[config.mk]
export PLATFORM = sky130hd
export DESIGN_NAME = if_stage
export DESIGN_NICKNAME = d
export VERILOG_FILES = /design/src/rtl/if_stage.sv
export SDC_FILE = /design/constraint.sdc
export NUM_CORES = 1
export LEC_CHECK = 0
export BUFFER_PORTS_ARGS = -buffer_cell sky130_fd_sc_hd__buf_2
export CAP_MARGIN = 15
export CORE_MARGIN = 2
export CORE_UTILIZATION = 45
export CTS_BUF_LIST = sky130_fd_sc_hd__clkbuf_16
export DETAILED_ROUTE_END_ITERATION = 10
export PLACE_DENSITY = 0.68
export SETUP_SLACK_MARGIN = 0.02
export SLEW_MARGIN = 20
export SYNTH_ARGS = -nofsm -noshare
export SYNTH_HDL_FRONTEND = slang
export SYNTH_SLANG_ARGS = --single-unit
export TNS_END_PERCENT = 20
[constraint.sdc]
create_clock -name clk -period 3.5 [get_ports clk]
set_clock_uncertainty 0.05 [all_clocks]
set_input_delay 0.35 -clock clk [delete_from_list [all_inputs] [get_ports clk]]
set_output_delay 0.35 -clock clk [all_outputs]
set_load 0.05 [all_outputs]
[src/rtl/if_stage.sv]
// Instruction-fetch stage: PC sequencing, single-outstanding inst-SRAM read,
// one-entry fetch buffer toward decode, and delayed-branch redirect.
// Optional feature macro FS_ADEF_EN: misaligned fetch addresses issue no SRAM
// request and deliver an address-error marker (bus widens to 65 bits).
module if_stage #(
    parameter logic [31:0] RESET_PC = 32'hbfc0_0000
) (
    input  logic        clk,
    input  logic        reset,
    input  logic        ds_allowin,
    input  logic [32:0] br_bus,
    output logic        fs_to_ds_valid,
`ifdef FS_ADEF_EN
    output logic [64:0] fs_to_ds_bus,
`else
    output logic [63:0] fs_to_ds_bus,
`endif
    output logic        inst_sram_req,
    output logic [31:0] inst_sram_addr,
    input  logic        inst_sram_addr_ok,
    input  logic        inst_sram_data_ok,
    input  logic [31:0] inst_sram_rdata
);

    localparam int unsigned PC_W = 32;

    typedef enum logic [1:0] {
        S_IDLE = 2'd0,
        S_REQ  = 2'd1,
        S_WAIT = 2'd2
    } state_t;

    state_t            r_state;
    state_t            w_state_nxt;

    logic [PC_W-1:0]   r_fetch_pc;
    logic [PC_W-1:0]   r_req_pc;
    logic              r_req_tgt;

    logic              r_fs_valid;
    logic [PC_W-1:0]   r_fs_inst;
    logic [PC_W-1:0]   r_fs_pc;
`ifdef FS_ADEF_EN
    logic              r_fs_adef;
`endif

    logic              r_br_pend;
    logic              r_slot_done;
    logic [PC_W-1:0]   r_br_target;
    logic              r_cancel;

    logic              w_br_acc;
    logic              w_fs_leave;
    logic              w_issue_ok;
    logic              w_use_tgt;
    logic [PC_W-1:0]   w_issue_addr;
    logic              w_misalign;
    logic              w_issue;
    logic              w_sram_issue;
    logic              w_adef_issue;
    logic              w_req;
    logic [PC_W-1:0]   w_addr;
    logic              w_hs;
    logic              w_accept;
    logic              w_acc_tgt;
    logic              w_kill_now;
    logic              w_ret;
    logic              w_land_sram;
    logic              w_land_adef;
    logic              w_land;
    logic [PC_W-1:0]   w_bus_pc;

    // Control decode shared by the FSM and the datapath registers
    always_comb begin
        w_br_acc     = br_bus[32] & ds_allowin;
        w_fs_leave   = r_fs_valid & ds_allowin;
        w_issue_ok   = !r_fs_valid | ds_allowin;
        w_use_tgt    = r_br_pend & r_slot_done;
        w_issue_addr = w_use_tgt ? r_br_target : r_fetch_pc;
`ifdef FS_ADEF_EN
        w_misalign   = |w_issue_addr[1:0];
`else
        w_misalign   = 1'b0;
`endif
        w_issue      = (r_state == S_IDLE) & w_issue_ok & !reset;
        w_sram_issue = w_issue & !w_misalign;
        w_adef_issue = w_issue & w_misalign;
        w_hs         = w_req & inst_sram_addr_ok;
        w_accept     = w_hs | w_adef_issue;
        w_acc_tgt    = (r_state == S_IDLE) ? w_use_tgt : r_req_tgt;
        // A branch leaving decode while its slot leaves fetch kills anything younger
        w_kill_now   = w_br_acc & r_fs_valid;
        w_ret        = (r_state == S_WAIT) & inst_sram_data_ok;
        w_land_sram  = w_ret & !r_cancel & !w_kill_now;
        w_land_adef  = w_adef_issue & !w_kill_now;
        w_land       = w_land_sram | w_land_adef;
    end

    // Transaction FSM state register
    always_ff @(posedge clk) begin
        if (reset) r_state <= S_IDLE;
        else       r_state <= w_state_nxt;
    end

    // Transaction FSM next state and SRAM request outputs
    always_comb begin
        w_state_nxt = r_state;
        w_req       = 1'b0;
        w_addr      = r_req_pc;
        case (r_state)
            S_IDLE: begin
                w_req  = w_sram_issue;
                w_addr = w_issue_addr;
                if (w_sram_issue)
                    w_state_nxt = inst_sram_addr_ok ? S_WAIT : S_REQ;
            end
            S_REQ: begin
                w_req = 1'b1;
                if (inst_sram_addr_ok) w_state_nxt = S_WAIT;
            end
            S_WAIT: begin
                if (inst_sram_data_ok) w_state_nxt = S_IDLE;
            end
            default: w_state_nxt = S_IDLE;
        endcase
        inst_sram_req  = w_req;
        inst_sram_addr = w_addr;
    end

    // Sequential PC and the address/source of the transaction in flight
    always_ff @(posedge clk) begin
        if (reset) begin
            r_fetch_pc <= RESET_PC;
            r_req_pc   <= RESET_PC;
            r_req_tgt  <= 1'b0;
        end else begin
            if (w_issue) begin
                r_req_pc  <= w_issue_addr;
                r_req_tgt <= w_use_tgt;
            end
            if (w_accept) r_fetch_pc <= w_addr + PC_W'(4);
        end
    end

    // Fetch buffer: load on a surviving return, drain when decode takes it
    always_ff @(posedge clk) begin
        if (reset) begin
            r_fs_valid <= 1'b0;
            r_fs_inst  <= '0;
            r_fs_pc    <= '0;
`ifdef FS_ADEF_EN
            r_fs_adef  <= 1'b0;
`endif
        end else if (w_land_sram) begin
            r_fs_valid <= 1'b1;
            r_fs_inst  <= inst_sram_rdata;
            r_fs_pc    <= r_req_pc;
`ifdef FS_ADEF_EN
            r_fs_adef  <= 1'b0;
`endif
        end else if (w_land_adef) begin
            r_fs_valid <= 1'b1;
            r_fs_inst  <= '0;
            r_fs_pc    <= w_issue_addr;
`ifdef FS_ADEF_EN
            r_fs_adef  <= 1'b1;
`endif
        end else if (w_fs_leave) begin
            r_fs_valid <= 1'b0;
        end
    end

    // Redirect tracking: target waits until the delay slot has been fetched
    always_ff @(posedge clk) begin
        if (reset) begin
            r_br_pend   <= 1'b0;
            r_slot_done <= 1'b0;
            r_br_target <= '0;
        end else begin
            if (w_accept & w_acc_tgt) begin
                r_br_pend   <= 1'b0;
                r_slot_done <= 1'b0;
            end else if (r_br_pend & !r_slot_done & w_land) begin
                r_slot_done <= 1'b1;
            end
            if (w_br_acc) begin
                r_br_pend   <= 1'b1;
                r_br_target <= br_bus[31:0];
                r_slot_done <= r_fs_valid | w_land;
            end
        end
    end

    // Cancel flag: the in-flight SRAM read is past the delay slot
    always_ff @(posedge clk) begin
        if (reset)
            r_cancel <= 1'b0;
        else if (w_ret)
            r_cancel <= 1'b0;
        else if (w_kill_now & ((r_state != S_IDLE) | w_sram_issue))
            r_cancel <= 1'b1;
    end

    // Decode-facing bus; pc tracks the next instruction decode will see
    always_comb begin
        if (r_fs_valid)
            w_bus_pc = r_fs_pc;
        else if ((r_state != S_IDLE) & !r_cancel)
            w_bus_pc = r_req_pc;
        else
            w_bus_pc = r_fetch_pc;
        fs_to_ds_valid = r_fs_valid;
`ifdef FS_ADEF_EN
        fs_to_ds_bus   = {r_fs_adef, r_fs_inst, w_bus_pc};
`else
        fs_to_ds_bus   = {r_fs_inst, w_bus_pc};
`endif
    end

endmodule
==> metrics.md, run 1 <==
| Metric | Value |
|---|---|
| Max H-tree Level | 4 |
| Worst slew margin | 23.3% |
| Row count | 48 |
| Finished Cell Area | 9590 um^2 |
| Die ar. | 18900 um^2 |
| Worst path bufs/invs | 3 |
| Top FF cell, synth | dfxtp_1 |
| Crit path max fanout | 74 |
| Worst-Margin Slew | 1140 ps |
| IR Drop Worst-Case VDD | 397 uV |
| Cells after Synth | 1043 |
| Worst-path cell chain | or2_2 -> buf_4 -> nand2b_2 -> buf_4 -> mux2i_1 -> o21ai_0 -> buf_2 |
| Post-Syn Nets | 1114 |
| Clock Latency Late Sink | 440 ps |
| Placed Cells incl. Taps | 1375 |
| Max-slew violations | 0 |
| Synthesis-stage register bit count | 167 |
| GP Congestion | 0.879 |
| DRT antenna net count | 0 |
| Total wire length | 23300 um |
| Leak Pwr | 3.79 nW |
| Setup_tns | 0 ps |
| Final Cycle Share | 91.6% |
| Cell family with most CP delay | buffers and inverters |
| Final setup violation count | 0 |
| Status | complete, no violations |
| Largest net degree at the start of global routing | 76 |
| Minimum clock period | 3210 ps |
| Critical Path RT | 3100 ps |
| Die Wd | 137 um |
| Post-CTS Resized | 0 |
| # port buffers | 167 |
| Via count | 7710 |
| Syn_area_per_cell | 7.68 um^2 |
| CORE AREA | 17400 um^2 |
| Drt pass-1 iters | 5 |
| Fmax | 0.312 GHz |
| Synth async-reset ratio | 0% |
| Post-synth top area cell | dfxtp_1 |
| Filler cells | 1675 |
| Synth unique cells | 50 |
| EDFF count, synth | 0 |
| Final core occ | 55.3% |
| Clock-pin slew on the worst setup and hold paths | 70 ps |
| Max Cap Viol | 0 |
| Starting density of the core | 46.2% |
| Crit Path Class | register to primary output |
| Post-CTS Hold Buffers | 0 |
| Worst Hold Class | input port to register |
| Initial antenna violation count | 0 |
| DP HPWL | 15500 um |
| Critical path endpoint category | primary output |
| GR Overflow Total | 0 |
| Wire length per cell | 16.5 um |
| CP max stage cell | buf_4 |
| CTS root buffer | clkbuf_16 |
| Layout cell share with drive strength beyond 1 | 20.5% |
| RSZ-0062 raised after global routing | false |
| Final non-filler cell total | 1407 |
| Total CTS buffers | 17 |
| CP peak stage delay | 620 ps |
| Layout area overhead | 19.7% |
| First-pass GRT wire length | 36700 um |
| Top post-synthesis cells by area | dfxtp_1 42%, nand2_1 14%, a21oi_1 7.9% |
| Most frequent CP cell | buf_4 |
| Critical Path Start Type | register |
| CP Data Arrival Time | 2810 ps |
| Power per cell area | 523 nW/um^2 |
| Vias in the first global route | 7147 |
| Final hold violation count | 0 |
| Setup Buffers After CTS | 0 |
| GRT Overall Usage | 25.0% |
| Seq/Total Area, Yosys | 41.7% |
| YS warnings | 0 |
| Vert. Die Dim | 137 um |
| CTS Sinks | 167 |
| DRC viols | 0 |
| Mapped Area | 8010 um^2 |
| Ports | 168 |
| Fin nets | 1240 |
| Placed Area | 9000 um^2 |
| Share of the synthesized area in the top cell type | 41.7% |
| Clk buf depth | 2 |
| Inserted Diodes | 0 |
| CTS tree | done |
| Initial drt markers | 635 |
| Vias per cell | 5.48 |
## synth_stat cells (all sizes together) (5+ instances only)
| library cell | count |
|---|---|
| xor2 | 10 |
| dfxtp | 167 |
| mux2i | 63 |
| a21oi | 127 |
| and3 | 6 |
| buf | 23 |
| nand2b | 5 |
| a211o | 9 |
| a211oi | 35 |
| o21ai | 76 |
| nor2 | 69 |
| a22o | 8 |
| clkbuf | 55 |
| xnor2 | 14 |
| nand3 | 16 |
| nor3 | 6 |
| nand4 | 17 |
| nand2 | 293 |
## power breakdown
part	internal, W	switching, W
Clock	0.00106	0.000842
Sequential	0.00200	0.000105
Combinational	0.000274	0.000735
Total	0.00334	0.00168
## metal layers
| metal | global-route usage (%) | part of all wire [%] | wire (um) | vias to the layer above |
|---|---|---|---|---|
| li1 | - | - | - | 3841 |
| met4 | 9.39 | 1.9 | 437 | 0 |
| met5 | 0 | 0 | 0 | - |
| met3 | 6.81 | 7.2 | 1680 | 29 |
| met1 | 32.0 | 45 | 10400 | 3573 |
| met2 | 40.1 | 46 | 10700 | 267 |
## cells by family after synthesis
family	Yosys count	share of synthesized area [%]
buffers and inverters	81	4.40
XOR/XNOR	24	2.62
adder cells (fa/ha/maj)	1	0.156
AND/OR/NAND/NOR	431	22.4
multiplexers	67	8.43
flip-flops	167	41.7
AO/OA/AOI/OAI	272	20.3
## flip-flops by register name (all words and copies together) (netlist names)
signal and count:
r_req_tgt 1, r_cancel 1, r_slot_done 1, r_fs_inst 32
r_fetch_pc 32, r_br_target 32, r_state 2, r_req_pc 32
r_br_pend 1, r_fs_pc 32, fs_to_ds_valid 1
## final cells by class
cell class	count	area, um^2	share of cell area (%)
Multi-Input combinational cell	795	4370	45.5
Sequential cell	167	3340	34.9
Timing Repair Buffer	185	998	10.4
Clock buffer	17	425	4.43
Tap cell	225	282	2.93
Clock inverter	15	166	1.73
Inverter	3	11.3	0.117
## worst min-delay path, cell delays in order
cell and delay, ps:
buf_2 90, nand2_1 40, a21oi_1 50
## worst paths after layout
kind                            startpoint                            to  slack, ps  cells after the start
setup / recovery   r_state[1]$_SDFFE_PP0P_              fs_to_ds_bus[25]        290                      7
hold / removal                  br_bus[10]  r_br_target[10]$_SDFFE_PP0P_         90                      3
setup reg to reg   r_state[1]$_SDFFE_PP0P_   r_fetch_pc[30]$_SDFFE_PP0P_        530                      7
hold reg to reg   r_fs_pc[12]$_SDFFE_PP0P_      r_fs_pc[12]$_SDFFE_PP0P_        400                      2
## stage by stage
step | hold WS [ps] | total power (W) | setup WS [ps]
2_1_floorplan | 379 | 0.00287 | 20.0
3_3_place_gp | 389 | 0.00314 | 649
3_5_place_dp | 394 | 0.00316 | 578
4_1_cts | 75.8 | 0.00505 | 310
5_1_grt | 85.7 | 0.00522 | 96.9
6_report | 87.8 | 0.00502 | 293
## cell usage in the layout (no fill, tap or decap), drive strengths merged, types with 17 or more instances in the layout
cell | synthesis | layout
nand2 | 293 | 293
buf | 23 | 185
dfxtp | 167 | 167
a21oi | 127 | 127
o21ai | 76 | 76
nor2 | 69 | 69
mux2i | 63 | 63
a211oi | 35 | 35
clkbuf | 55 | 17
nand4 | 17 | 17
No activity file was read; power rests on OpenSTA's default activity.
==> inputs of run 2 (changes only) <==
--- a/config.mk
+++ b/config.mk
@@ -8,10 +8,9 @@
 export BUFFER_PORTS_ARGS = -buffer_cell sky130_fd_sc_hd__buf_2
 export CAP_MARGIN = 15
 export CORE_MARGIN = 2
-export CORE_UTILIZATION = 45
+export CORE_UTILIZATION = 41
 export CTS_BUF_LIST = sky130_fd_sc_hd__clkbuf_16
 export DETAILED_ROUTE_END_ITERATION = 10
-export PLACE_DENSITY = 0.68
 export SETUP_SLACK_MARGIN = 0.02
 export SLEW_MARGIN = 20
 export SYNTH_ARGS = -nofsm -noshare
==> metrics.md, run 2 (synthesis gave the netlist of run 1 again) <==
| Metric | Value |
|---|---|
| CTS Sinks | 167 (unchanged) |
| Final setup violation count | 0 (unchanged) |
| Crit path max fanout | 72 (was 74) |
| Total wire length | 24000 um (was 23300 um) |
| Layout cell share with drive strength beyond 1 | 20.4% (was 20.5%) |
| Clk buf depth | 2 (unchanged) |
| First-pass GRT wire length | 38000 um (was 36700 um) |
| Starting density of the core | 41.4% (was 46.2%) |
| Most frequent CP cell | buf_12 (was buf_4) |
| Final hold violation count | 0 (unchanged) |
| CTS root buffer | clkbuf_16 (unchanged) |
| Via count | 7624 (was 7710) |
| Sequential Power Share | 41.3% (was 42.0%) |
| RSZ-0062 raised after global routing | false (unchanged) |
| Layout area overhead | 20.8% (was 19.7%) |
| Crit Path Class | register to primary output (unchanged) |
| GR Overflow Total | 0 (unchanged) |
| Clock Latency Late Sink | 440 ps (about the same) |
| CP Data Arrival Time | 2780 ps (was 2810 ps) |
| Die Wd | 144 um (was 137 um) |
| IR Drop Worst-Case VDD | 327 uV (was 397 uV) |
| Switching Power | 0.00169 W (was 0.00168 W) |
| Final Cycle Share | 90.9% (was 91.6%) |
| Worst slew margin | 35.7% (was 23.3%) |
| Initial drt markers | 550 (was 635) |
| CORE AREA | 19300 um^2 (was 17400 um^2) |
| GP Congestion | 0.844 (was 0.879) |
| Placed Area | 9060 um^2 (was 9000 um^2) |
| Finished Cell Area | 9680 um^2 (was 9590 um^2) |
| Post-CTS Hold Buffers | 0 (unchanged) |
| Worst-Margin Slew | 965 ps (was 1140 ps) |
| Critical Path Start Type | register (unchanged) |
| Final hold slack | 88.5 ps (was 87.8 ps) |
| Status | complete, no violations (unchanged) |
| Critical Path RT | 3100 ps (about the same) |
| Most frequent cells in the layout | 292 x nand2_1, 166 x buf_2, 166 x dfxtp_1, 127 x a21oi_1, 69 x o21ai_0 (unchanged) |
| Drt pass-1 iters | 5 (unchanged) |
| Sw Share | 33.1% (was 33.5%) |
| Setup Buffers After CTS | 0 (unchanged) |
| Setup_tns | 0 ps (unchanged) |
| Most common library cell in the layout ignoring fill and taps | nand2_1 (unchanged) |
| Total CTS buffers | 17 (unchanged) |
| Critical path endpoint category | primary output (unchanged) |
| DP HPWL | 16200 um (was 15500 um) |
| Max-slew violations | 0 (unchanged) |
| CTS tree | done (unchanged) |
| DRT antenna net count | 0 (unchanged) |
| # port buffers | 167 (unchanged) |
| Fmax | 0.314 GHz (was 0.312 GHz) |
| Minimum clock period | 3180 ps (was 3210 ps) |
| DRC viols | 0 (unchanged) |
| Largest net degree at the start of global routing | 85 (was 76) |
| Vias per cell | 5.27 (was 5.48) |
| CP peak stage delay | 440 ps (was 620 ps) |
| Vert. Die Dim | 144 um (was 137 um) |
| Inserted Diodes | 0 (unchanged) |
| Post-CTS Resized | 0 (unchanged) |
| Die ar. | 20700 um^2 (was 18900 um^2) |
| Vias in the first global route | 7101 (was 7147) |
| Max Cap Viol | 0 (unchanged) |
| Max H-tree Level | 4 (unchanged) |
| Fin nets | 1239 (was 1240) |
| Leak Pwr | 3.81 nW (was 3.79 nW) |
| Ports | 168 (unchanged) |
| Logic gate share of total power | 19.8% (was 20.1%) |
| Wire length per cell | 16.6 um (was 16.5 um) |
| CP max stage cell | dfxtp_1 (was buf_4) |
| Worst-path cell chain | or2_2 -> buf_12 -> nand2b_2 -> buf_12 -> mux2i_1 -> o21ai_0 -> buf_2 (was or2_2 -> buf_4 -> nand2b_2 -> buf_4 -> mux2i_1 -> o21ai_0 -> buf_2) |
| Worst Hold Class | input port to register (unchanged) |
| GRT Overall Usage | 23.7% (was 25.0%) |
| Power per cell area | 528 nW/um^2 (was 523 nW/um^2) |
| Int Pwr | 0.00342 W (was 0.00334 W) |
| Initial antenna violation count | 0 (unchanged) |
| Clock Power Share | 38.9% (was 38.0%) |
| Clock-pin slew on the worst setup and hold paths | 70 ps (about the same) |
| Row count | 51 (was 48) |
## run 2: cell types whose count changed in the layout (fill, tap and decap cells not counted), sizes merged
cell | before | now
inv | 9 | 10
clkinvlp | 4 | 2
bufinv | 2 | 3
buf | 185 | 184
## run 2: layout make-up
type	count	area, um^2
timing repair buffer	184	1020
multi-input combinational	795	4360
sequential	167	3340
inverter	3	11.3
fill	1959	9650
clock buffer	17	425
tap	265	332
clock inverter	15	190
## run 2: through the flow
| stage | power, W | instances | util [%] | worst slack [ps] |
|---|---|---|---|---|
| finish | 0.00511 | 1446 | 50.1 | 317 |
| floorplan | 0.00287 | 1043 | - | 20.0 |
| global route | 0.00533 | 1446 | 50.1 | 138 |
| CTS | 0.00515 | 1446 | 50.1 | 327 |
| global placement | 0.00316 | 1414 | 46.9 | 721 |
| detailed placement | 0.00317 | 1414 | 46.9 | 698 |
## run 2: path summary, 6_finish.rpt
path | slack [ps] | startpoint | depth (start not counted) | end
worst max-delay path | 320 | r_state[1]$_SDFFE_PP0P_ | 7 | fs_to_ds_bus[28]
worst min-delay path | 90 | inst_sram_rdata[29] | 3 | r_fs_inst[29]$_SDFFE_PP0P_
worst max register to register | 660 | r_state[1]$_SDFFE_PP0P_ | 10 | r_fetch_pc[30]$_SDFFE_PP0P_
worst min register to register | 400 | r_fs_inst[25]$_SDFFE_PP0P_ | 2 | r_fs_inst[25]$_SDFFE_PP0P_
## run 2: power groups by stage
| stage | sequential (W) | clock, W | combinational (W) |
|---|---|---|---|
| 3_3_place_gp | 0.00215 | 0 | 0.00101 |
| 3_5_place_dp | 0.00215 | 0 | 0.00102 |
| 4_1_cts | 0.00211 | 0.00202 | 0.00102 |
| 5_1_grt | 0.00213 | 0.00211 | 0.00109 |
| 2_1_floorplan | 0.00216 | 0 | 0.000713 |
| 6_report | 0.00211 | 0.00199 | 0.00101 |
## run 2: routing by layer
metal	vias up	track usage [%]	part of all wire, %
met5	-	0	0
met4	0	6.97	1.5
met3	23	6.96	7.1
met1	3509	30.7	46
met2	240	38.2	46
li1	3852	-	-
## run 2: critical path: cells and delay by family, from the launching register on
family / cells / cell delay [ps]
compound gates: 1 / 210
buf+inv: 3 / 880
simple gates: 2 / 590
mux: 1 / 130
flops: 1 / 440
